## src/rtl/mii64_rx_admit_ctrl.sv

```systemverilog
// Packet admission controller for the MII64 receive path: admits or drops whole
// packets at start-of-packet, checks framing/length, and keeps per-port counters.
module mii64_rx_admit_ctrl #(
   parameter int unsigned MIN_LEN = 64,
   parameter int unsigned MAX_LEN = 1518
) (
   input  logic        Clk,
   input  logic        Reset,
   input  logic        Enable,
   input  logic        Afull,
   input  logic        Rxdv,
   input  logic [63:0] Rxd,
   input  logic        RxSof,
   input  logic        RxEof,
   input  logic [2:0]  RxMod,
   input  logic        RxErr,
   output logic        OutDv,
   output logic [63:0] OutD,
   output logic        OutSof,
   output logic        OutEof,
   output logic [2:0]  OutMod,
   output logic        OutErr,
   output logic        PktDrop,
   output logic [31:0] PktCnt,
   output logic [31:0] DropCnt,
   output logic [31:0] ErrCnt
);

   typedef enum logic [1:0] {IDLE, PASS, DROP} state_t;

   localparam logic [15:0] MIN_L = 16'(MIN_LEN);
   localparam logic [15:0] MAX_L = 16'(MAX_LEN);

   state_t      state_reg, state_next;
   logic [15:0] len_reg, len_next;
   logic        sticky_reg, sticky_next;

   logic        dv_next, sof_next, eof_next, err_next, drop_next;
   logic [2:0]  mod_next;
   logic        pkt_inc, drop_inc, take_sof, finish;
   logic [1:0]  err_inc;

   logic [15:0] beat_bytes;
   logic [16:0] len_sum;
   logic [15:0] len_sat;
   logic        admit;

   function automatic logic len_bad(input logic [15:0] l);
      return (l < MIN_L) || (l > MAX_L);
   endfunction

   // Only the Eof beat carries a partial byte count; 0 encodes a full beat.
   assign beat_bytes = (RxEof && (RxMod != 3'd0)) ? {13'd0, RxMod} : 16'd8;
   assign len_sum    = {1'b0, len_reg} + {1'b0, beat_bytes};
   assign len_sat    = len_sum[16] ? 16'hFFFF : len_sum[15:0];
   assign admit      = Enable && !Afull;

   always_comb begin
      state_next  = state_reg;
      len_next    = len_reg;
      sticky_next = sticky_reg;
      dv_next     = 1'b0;
      sof_next    = 1'b0;
      eof_next    = 1'b0;
      mod_next    = RxMod;
      err_next    = 1'b0;
      drop_next   = 1'b0;
      pkt_inc     = 1'b0;
      drop_inc    = 1'b0;
      err_inc     = 2'd0;
      take_sof    = 1'b0;
      finish      = 1'b0;

      if (Rxdv) begin
         case (state_reg)
            IDLE: begin
               if (RxSof)      take_sof = 1'b1;
               else if (RxEof) err_inc  = 2'd1;
            end
            PASS: begin
               if (RxSof) begin
                  // Missing Eof: close the current packet as bad, discard the new one.
                  dv_next    = 1'b1;
                  eof_next   = 1'b1;
                  err_next   = 1'b1;
                  mod_next   = 3'd0;
                  err_inc    = 2'd1;
                  state_next = DROP;
               end else begin
                  dv_next     = 1'b1;
                  len_next    = len_sat;
                  sticky_next = sticky_reg | RxErr;
                  if (RxEof) begin
                     eof_next   = 1'b1;
                     err_next   = sticky_reg | RxErr | len_bad(len_sat);
                     finish     = 1'b1;
                     state_next = IDLE;
                  end
               end
            end
            DROP: begin
               if (RxSof) begin
                  err_inc  = 2'd1;
                  take_sof = 1'b1;
               end else if (RxEof) begin
                  state_next = IDLE;
               end
            end
            default: state_next = IDLE;
         endcase

         if (take_sof) begin
            if (admit) begin
               dv_next     = 1'b1;
               sof_next    = 1'b1;
               len_next    = beat_bytes;
               sticky_next = RxErr;
               if (RxEof) begin
                  eof_next   = 1'b1;
                  err_next   = RxErr | len_bad(beat_bytes);
                  finish     = 1'b1;
                  state_next = IDLE;
               end else begin
                  state_next = PASS;
               end
            end else begin
               drop_next  = 1'b1;
               drop_inc   = 1'b1;
               state_next = RxEof ? IDLE : DROP;
            end
         end

         if (finish) begin
            if (err_next) err_inc = err_inc + 2'd1;
            else          pkt_inc = 1'b1;
         end
      end
   end

   always_ff @(posedge Clk) begin
      if (Reset) begin
         state_reg  <= IDLE;
         len_reg    <= 16'd0;
         sticky_reg <= 1'b0;
         OutDv      <= 1'b0;
         OutD       <= 64'd0;
         OutSof     <= 1'b0;
         OutEof     <= 1'b0;
         OutMod     <= 3'd0;
         OutErr     <= 1'b0;
         PktDrop    <= 1'b0;
         PktCnt     <= 32'd0;
         DropCnt    <= 32'd0;
         ErrCnt     <= 32'd0;
      end else begin
         state_reg  <= state_next;
         len_reg    <= len_next;
         sticky_reg <= sticky_next;
         OutDv      <= dv_next;
         OutSof     <= sof_next;
         OutEof     <= eof_next;
         OutErr     <= err_next;
         PktDrop    <= drop_next;
         if (dv_next) begin
            OutD   <= Rxd;
            OutMod <= mod_next;
         end
         PktCnt  <= PktCnt + {31'd0, pkt_inc};
         DropCnt <= DropCnt + {31'd0, drop_inc};
         ErrCnt  <= ErrCnt + {30'd0, err_inc};
      end
   end

endmodule

```

## config.mk

```make
export PLATFORM = sky130hd
export DESIGN_NAME = mii64_rx_admit_ctrl
export DESIGN_NICKNAME = d
export VERILOG_FILES = /design/src/rtl/mii64_rx_admit_ctrl.sv
export SDC_FILE = /design/constraint.sdc
export NUM_CORES = 1
export LEC_CHECK = 0
export BUFFER_PORTS_ARGS = -buffer_cell sky130_fd_sc_hd__buf_2
export CAP_MARGIN = 20
export CORE_UTILIZATION = 47
export DETAILED_ROUTE_END_ITERATION = 8
export PLACE_DENSITY = 0.82
export SYNTH_ARGS = -nofsm -noshare
export SYNTH_HDL_FRONTEND = slang
export SYNTH_SLANG_ARGS = --single-unit
export TNS_END_PERCENT = 10
```

## constraint.sdc

```tcl
create_clock -name Clk -period 5.65 [get_ports Clk]
set_clock_uncertainty 0.05 [all_clocks]
set_input_delay 1.13 -clock Clk [delete_from_list [all_inputs] [get_ports Clk]]
set_output_delay 1.13 -clock Clk [all_outputs]
set_load 0.01 [all_outputs]
```

Word level (Yosys, flattened, before mapping)
Index checks and enable logic that the tools add are counted.

cells by class
  magnitude comparators = 4
  bitwise operators = 5
  reduce and logical (&&, ||, !) cells = 12
  equality and inequality tests = 4
  multiplexer cells = 62
  add/sub/neg operators = 5

operators with widths
  operator                                                                 number
  16-bit two-way mux                                                       5
  32-bit by 1-bit adder with 32-bit output                                 2
  1-bit two-way mux                                                        41
  32-bit by 2-bit adder with 32-bit output                                 1
  2-bit two-way mux                                                        10
  16-bit by 4-bit adder with 17-bit output                                 1
  16-bit by 11-bit > comparator with 1-bit output (second input constant)  1
  16-bit by 7-bit < comparator with 1-bit output (second input constant)   1
  4-bit by 11-bit > comparator with 1-bit output (second input constant)   1
  3-bit two-way mux                                                        3
  4-bit by 7-bit < comparator with 1-bit output (second input constant)    1
  2-bit case mux with 3 select lines                                       1
  2-bit OR reduction                                                       3
  4-bit two-way mux                                                        1
  3-bit != test (second input constant)                                    1
  1-bit bitwise OR                                                         3
  3-bit AND reduction                                                      1
  3-bit nonzero test                                                       1
  3-bit OR reduction                                                       1
  2-bit by 1-bit adder with 2-bit output (second input constant)           1
  2-bit by 1-bit equality test with 1-bit output (second input constant)   1
  2-bit equality test (second input constant)                              1
  1-bit logical AND                                                        2
  2-bit zero test                                                          1
  other kinds (5)                                                          7

storage, ports and cells
  logic and storage cells = 105
  bits in registers = 187
  output and inout bits = 168

Logic depth before layout (Yosys ltp)
Gate-level depths: netlist of run 1.

  depth in word-level cells = 19
  depth in mapped cells = 23
  mapped depth without buffers = 21

Worst setup path before layout of run 1
OpenSTA, ideal clock, no wires.

  path type = input to register
  from = input port RxEof
  to = register ErrCnt[30]
  arrival time = 5507 ps
  stages = 20
  slack = 22 ps
  buffers on the path = 1
  cell sequence = clkbuf_1 and2_1 ha_1 a211o_1 a31oi_4 nor3b_1 xor2_1 or4_1 o2111ai_1 a21boi_1 ha_1 nand3_1 a21boi_0 ha_1 fa_1 nand2_1 nor3_1 nand2_1 or3_1 a21oi_1

on the way
  longest elaborated chain between the ends = 18

RTL lines
  element                                                                                                            line  RTL
  from (decl)                                                                                                        14    input logic RxEof,
  1-bit logical AND                                                                                                  53    assign beat_bytes = (RxEof && (RxMod != 3'd0)) ? {13'd0, RxMod} : 16'd8;
  4-bit two-way mux                                                                                                  53
  16-bit by 4-bit adder with 17-bit output                                                                           54    assign len_sum = {1'b0, len_reg} + {1'b0, beat_bytes};
  16-bit two-way mux                                                                                                 55    assign len_sat = len_sum[16] ? 16'hFFFF : len_sum[15:0];
  16-bit by 7-bit < comparator with 1-bit output or 16-bit by 11-bit > comparator with 1-bit output (tied branches)  49    return (l < MIN_L) || (l > MAX_L);
  1-bit logical OR                                                                                                   49
  1-bit bitwise OR                                                                                                   95    err_next = sticky_reg | RxErr | len_bad(len_sat);
  1-bit two-way mux                                                                                                  93    if (RxEof) begin
  [2 not listed]                                                                                                     --
  1-bit two-way mux                                                                                                  118   if (RxEof) begin
  1-bit two-way mux                                                                                                  113   if (admit) begin
  1-bit two-way mux                                                                                                  112   if (take_sof) begin
  1-bit two-way mux                                                                                                  74    if (Rxdv) begin
  2-bit two-way mux                                                                                                  134   if (err_next) err_inc = err_inc + 2'd1;
  2-bit two-way mux *                                                                                                133   if (finish) begin
  2-bit two-way mux *                                                                                                74
  32-bit by 2-bit adder with 32-bit output *                                                                         170   ErrCnt <= ErrCnt + {30'd0, err_inc};
  to (signal assigned)                                                                                               170
  to (decl)                                                                                                          26    output logic [31:0] ErrCnt

Mark *: on every way between the ends. The rest lies on a longest branch, timed or not. The select of a mux whose other input is x is not followed.
A chain may end at the register's enable or synchronous reset.

Worst setup path after layout of run 1
  from = input port RxMod[0]
  to = register ErrCnt[31]

on the way
  longest elaborated chain between the ends = 19

RTL lines
  element                                                                                                            line  RTL
  from (decl)                                                                                                        15    input logic [2:0] RxMod,
  3-bit nonzero test                                                                                                 53
  1-bit logical AND                                                                                                  53
  4-bit two-way mux *                                                                                                53
  16-bit by 4-bit adder with 17-bit output                                                                           54
  16-bit two-way mux                                                                                                 55
  16-bit by 7-bit < comparator with 1-bit output or 16-bit by 11-bit > comparator with 1-bit output (tied branches)  49
  1-bit logical OR                                                                                                   49
  1-bit bitwise OR                                                                                                   95
  [3 not listed]                                                                                                     --
  1-bit two-way mux                                                                                                  118
  1-bit two-way mux                                                                                                  113
  1-bit two-way mux *                                                                                                112
  1-bit two-way mux *                                                                                                74
  2-bit two-way mux *                                                                                                134
  2-bit two-way mux *                                                                                                133
  2-bit two-way mux *                                                                                                74
  32-bit by 2-bit adder with 32-bit output *                                                                         170

Marked as above.

==> results of run 1 <==
==> per-layer routing <==
layer | share of wire, % | routed length, µm | vias up | GRT usage, %
li1 | - | - | 3762 | -
met1 | 45 | 9144 | 3479 | 29.64
met2 | 48 | 9781 | 222 | 36.93
met3 | 4.6 | 923 | 35 | 4.521
met4 | 2.1 | 433 | 0 | 8.365
met5 | 0 | 0 | - | 0
==> stage by stage <==
step | hold WS (ns) | power, mW | std cells | setup WS [ns]
finish | 0.4003 | 2.712 | 1445 | 0.3329
CTS | 0.4025 | 2.742 | 1444 | 0.4081
detailed placement | 0.3930 | 1.505 | 1413 | 0.02066
floorplan | 0.4103 | 1.445 | 983 | 0.02201
global route | 0.4161 | 2.811 | 1445 | 0.005266
global placement | 0.3888 | 1.503 | 1413 | 0.1642
==> worst register-to-register path: cells and delay by family (launching register included) <==
family	cells	cell delay, ns
xor+xnor	2	0.31
flops	1	0.33
simple gates	9	1.81
compound gates	5	0.90
fa+ha+maj	4	1.04
==> synth_stat cells (2+ instances only) <==
library cell and number:
dfxtp_1 187, nand2_1 187, nor2_1 122, a21oi_1 102
xor2_1 55, nand3_1 43, clkbuf_1 37, o21ai_0 34
xnor2_1 28, or3_1 16, and3_1 15, ha_1 15
nor3_1 14, nand4_1 13, inv_1 12, and2_1 11
nor2b_1 9, buf_1 6, buf_2 6, a211oi_1 5
nand2b_1 5, or4_1 5, and4_1 4, nor4_1 4
o211ai_1 4, a21boi_0 3, a21o_1 3, o22a_1 3
or2_2 3, a211o_1 2, a22oi_1 2, a31oi_1 2
a41oi_1 2, fa_1 2, o21a_1 2, o31ai_1 2
==> where the power goes <==
group	switching, mW	internal [mW]	total [mW]
logic	0.0831	0.0529	0.136
registers	0.00787	1.33	1.34
clock network	0.509	0.726	1.24
total	0.600	2.11	2.71
==> cells in the final DEF, fill, tap and decap left out, drive strengths merged, types with 16 or more instances in the layout <==
cell type / synthesis / routed
a21oi: 102 / 102
inv: 12 / 16
nor2: 123 / 123
buf: 12 / 259
o21ai: 35 / 35
xor2: 55 / 55
nand2: 187 / 187
nand3: 43 / 43
clkbuf: 37 / 20
dfxtp: 187 / 187
xnor2: 28 / 28
or3: 16 / 16
==> worst paths after layout <==
check | startpoint | end | slack (ns)
setup / recovery | RxMod[0] | ErrCnt[31]$_SDFF_PP0_ | 0.33
hold / removal | OutMod[1]$_SDFFE_PP0P_ | OutMod[1]$_SDFFE_PP0P_ | 0.40
setup reg to reg | len_reg[0]$_SDFFE_PP0P_ | ErrCnt[31]$_SDFF_PP0_ | 1.08
hold reg to reg | OutMod[1]$_SDFFE_PP0P_ | OutMod[1]$_SDFFE_PP0P_ | 0.40
==> repair_timing <==
item                                    CTS  global route
buffers inserted                          0             0
endpoints found under the setup margin    0             6
gates resized for setup                   0             1
==> logic make-up after synthesis <==
logic type,share of synthesized area [%]
fa+ha+maj,2.846
compound gates,12.54
flops,46.78
buf+inv,2.955
mux,0.1407
xor+xnor,9.084
simple gates,25.66
==> layout make-up <==
class | count | area share, %
inverters | 12 | 0.4474
flip-flops and latches | 187 | 37.19
multi-input cells | 735 | 40.13
clock buffers | 20 | 4.536
diodes | 1 | 0.02486
repair buffers | 259 | 13.36
clock inverters | 11 | 1.578
well taps | 220 | 2.734
==> results_dict.tcl, run 1 <==
set metrics [dict create \
    nFillCells 1486 \
    core_area_um2 16580 \
    grt_max_degree 132 \
    dieArea_um2 17550 \
    slew_violations 0 \
    path_delay_family "compound AO/OA/AOI/OAI gates" \
    relSlewSlack_pct 35.55 \
    largest_reg_flops 64 \
    cts_tree "done" \
    critPathArrivalTime_ns 5.53 \
    status "completed" \
    ioPinCount 243 \
    top_register "OutD" \
    initial_core_util_pct 48.26 \
    min_period_ns 5.317 \
    min_delay_path_depth 2 \
    setup_tns_ns 0 \
    die_x_um 132.5 \
    synth_cell_type_count 54 \
    track_usage_pct 22.64 \
    synth_ff_type "dfxtp_1" \
    cp_num_buf_inv 1 \
    crit_path_max_incr_delay_ns 0.41 \
    ctsHtreeMaxLevel 4 \
    leakage_nw 4.299 \
    async_flop_share_pct 0 \
    crit_cells 21 \
    clk_latency_ns 0.41 \
    port_buffers 242 \
    area_growth_pct 25.80 \
    cp_common_cell "ha_1" \
    post-route-period-util_pct 94.11 \
    area.sequential_um2 3744 \
    routabilityCongestion 0.9325 \
    synth_area_per_cell_um2 8.141 \
    nNetsFinal 1304 \
    first_global_vias 6803 \
    synthCells 983 \
    cts_made_buffers 17 \
    antenna_found_initial 1 \
    drc 0 \
    synth_edf_count 0 \
    cts-hold-fix-buffers 0 \
    synth_top_area_share_pct 46.78 \
    drtIter0Drc 510 \
    place_area_um2 9444 \
    syn_area_um2 8003 \
    path_cells "buf_2, o31ai_1, ha_1, a21oi_1, a21oi_1, or4_1, a211o_1, mux2_2, o2111ai_1, a21boi_1, ha_1, nand3_1, a21boi_0, ha_1, a21o_1, nand2_1, nor3_1, and2_1, nand4_1, xor2_1, nor2_1" \
    dp_hpwl_um 14310 \
    vdd_drop_max_mv 0.2369 \
    grt.overflow.total 0 \
    crit_path_max_fanout 4 \
    worst_pin_slew_ns 0.9668 \
    drive_above_1_share_pct 24.51 \
    path_clk_slew_ns 0.06 \
    multiInputGateArea_um2 4040 \
    worstSetupPathType "in -> reg" \
    hp-class "reg -> reg" \
    reg2regPathDepth 20 \
    synth_area_leader_cell "dfxtp_1" \
    seq_area_frac_synth_pct 46.78 \
    ant_nets 0 \
    maxCapViolations 0 \
    rows 47 \
    first_pass_iters 6 \
    rsz0062_at_grt "false" \
    setup_viol 0 \
    critPathRequiredTime_ns 5.87 \
    cts_buffer_depth 2 \
    grt_pass1_wl_um 32620 \
    vias 7498 \
    max_freq_mhz 188.1 \
    endpoint_kind "register" \
    stdcell_area_um2 10070 \
    fin_util_pct 60.71 \
    synth_fp_nets 1075 \
    vias_per_cell 5.189 \
    die_h_um 132.5 \
    synth_area_leaders "dfxtp_1, nand2_1, a21oi_1" \
    wire_per_inst_um 14.04 \
    cts_num_sinks 187 \
    crit_path_start_kind "primary input" \
    drt_wl_total_um 20280 \
    clockRootBuffer "clkbuf_16" \
    synth_warnings 0 \
    cp_slowest_cell "or4_1" \
    synth-seq-cells 187 \
    powerDensity_nw_per_um2 269.4 \
    final_hold_viol_count 0 \
]
(Power assumes the default switching activity.)
==> run 2: changes to the inputs <==
CELL_PAD_IN_SITES_DETAIL_PLACEMENT = 1   (was default)
CELL_PAD_IN_SITES_GLOBAL_PLACEMENT = 1   (was default)
CORE_UTILIZATION = 34   (was 47)
MAX_ROUTING_LAYER = met4   (was default)
==> run 2 against run 1 <==
Final cell count rose by 6.7%. Utilization fell by 16 points. Sequential power about the same. Clock-buffer cell count shrank 2. Maximum frequency grew 1.6%. Register-to-register slack improved by 0.03 ns. First-iteration DRC count shrank 36%. Via count is 1.4% higher. Combinational power up 3%. Total power hardly changed. Die area grew 38%. Critical path type unchanged. Largest power group unchanged. Highest routed layer unchanged.
==> results_dict.tcl, run 2 (same netlist as run 1, synthesis figures left out) <==
set metrics [dict create \
    cts_num_sinks 187 \
    crit_path_max_fanout 5 \
    area.sequential_um2 3744 \
    first_pass_iters 4 \
    post-route-period-util_pct 92.58 \
    endpoint_kind "register" \
    leakage_nw 4.323 \
    cp_slowest_cell "or4_1" \
    drc 0 \
    drive_above_1_share_pct 24.90 \
    ant_nets 0 \
    final_cell_mix "buf_2, dfxtp_1, nand2_1" \
    first_global_vias 7551 \
    grt_pass1_wl_um 37670 \
    multiInputGateArea_um2 4041 \
    die_x_um 155.4 \
    ctsHtreeMaxLevel 4 \
    status "completed" \
    largest_reg_flops 64 \
    port_buffers 242 \
    setup_viol 0 \
    crit_path_start_kind "primary input" \
    drtIter0Drc 326 \
    rows 55 \
    path_delay_family "simple AND/OR/NAND/NOR gates" \
    nFillCells 2869 \
    initial_core_util_pct 35.03 \
    cts_buffer_depth 2 \
    dp_hpwl_um 17390 \
    cts_setup_buffers 0 \
    dieArea_um2 24160 \
    cts_made_buffers 17 \
    track_usage_pct 19.85 \
    worstSetupPathType "in -> reg" \
    maxCapViolations 0 \
    rsz0062_at_grt "false" \
    cts_tree "done" \
    fin_util_pct 44.68 \
    clockRootBuffer "clkbuf_16" \
    top_register "OutD" \
    intPower_mw 2.032 \
    powerDensity_nw_per_um2 265.5 \
    relSlewSlack_pct 31.16 \
    rrSetupSlack_ns 1.11 \
    vdd_drop_max_mv 0.1489 \
    path_cells "buf_2, o31ai_1, ha_1, a21oi_1, and2_1, xnor2_1, a41oi_1, or4_1, o2111ai_1, a21boi_1, ha_1, nand3_1, a21boi_0, ha_1, fa_1, nand2_1, nor3_1, nand2_1, or3_1, a21oi_1" \
    path_clk_slew_ns 0.07 \
    routabilityCongestion 0.8549 \
    area_growth_pct 27.56 \
    clockPowerShare_pct 45.4 \
    core_area_um2 22850 \
    drt_wl_total_um 23620 \
    stdcell_area_um2 10210 \
    comb_power_share_pct 5.1 \
    grt_max_degree 76 \
    min_period_ns 5.231 \
    worst_pin_slew_ns 1.033 \
    vias 7602 \
    cp_common_cell "ha_1" \
    final_hold_viol_count 0 \
    clk_latency_ns 0.43 \
    layout_commonest_cell "buf_2" \
    max_freq_mhz 191.2 \
    grt.overflow.total 0 \
    critPathRequiredTime_ns 5.94 \
    seq_power_share_pct 49.4 \
    switchingPower_mw 0.6781 \
    hp-class "reg -> reg" \
    ioPinCount 243 \
    antenna_found_initial 0 \
    slew_violations 0 \
    place_area_um2 9590 \
    cp_num_buf_inv 1 \
    critPathArrivalTime_ns 5.52 \
    die_h_um 155.4 \
    p_sw_share_pct 25.02 \
    wire_per_inst_um 15.32 \
    crit_path_max_incr_delay_ns 0.49 \
    nNetsFinal 1308 \
    diodes 0 \
    vias_per_cell 4.930 \
]
==> run 2: layout make-up <==
| type | instances | share of cell area (%) |
|---|---|---|
| clock buffer | 18 | 4.302 |
| clock inverter | 14 | 1.691 |
| inverter | 12 | 0.4412 |
| multi-input combinational | 735 | 39.59 |
| sequential | 187 | 36.67 |
| tap | 313 | 3.836 |
| timing repair buffer | 263 | 13.47 |
==> run 2: power groups by stage <==
stage	clock, mW	sequential [mW]	combinational, mW
after floorplan	0	1.38	0.0686
after global placement	0	1.37	0.137
after detailed placement	0	1.37	0.140
after CTS	1.27	1.34	0.141
after global routing	1.32	1.34	0.155
final	1.23	1.34	0.140
==> run 2: tightest hold or removal path: stages (launching register included) <==
cell and delay [ns]:
dfxtp_1 0.31, nand2_1 0.05, a21oi_1 0.05
==> run 2: per-layer routing <==
metal | share of wire, % | track usage [%]
met1 | 45 | 24.05
met2 | 51 | 34.04
met3 | 3.0 | 3.454
met4 | 1.1 | 4.995
met5 | 0 | -
==> run 2: what timing repair did <==
action,4_1_cts,5_1_grt
setup endpoints to repair,0,7
gates resized for setup,0,2
endpoints found under the hold margin,0,0
hold buffers,0,0
==> run 2: metrics by stage <==
stage	hold slack, ns	total power [mW]	instances	TNS, ns	worst slack [ns]
2_1_floorplan	0.4103	1.445	983	0	0.02201
3_3_place_gp	0.3887	1.507	1510	0	0.1618
3_5_place_dp	0.3946	1.511	1510	-0.6421	-0.1032
4_1_cts	0.4050	2.747	1542	0	0.3609
5_1_grt	0.4208	2.813	1542	0	0.06660
6_report	0.4023	2.711	1542	0	0.4190
==> run 2: path summary, 6_finish.rpt <==
path / from / to / cells after the start
hold / removal: OutD[18]$_SDFFE_PP0P_ / OutD[18]$_SDFFE_PP0P_ / 2
hold reg to reg: OutD[18]$_SDFFE_PP0P_ / OutD[18]$_SDFFE_PP0P_ / 2
setup reg to reg: len_reg[0]$_SDFFE_PP0P_ / ErrCnt[28]$_SDFF_PP0_ / 19
setup / recovery: RxMod[0] / ErrCnt[28]$_SDFF_PP0_ / 20
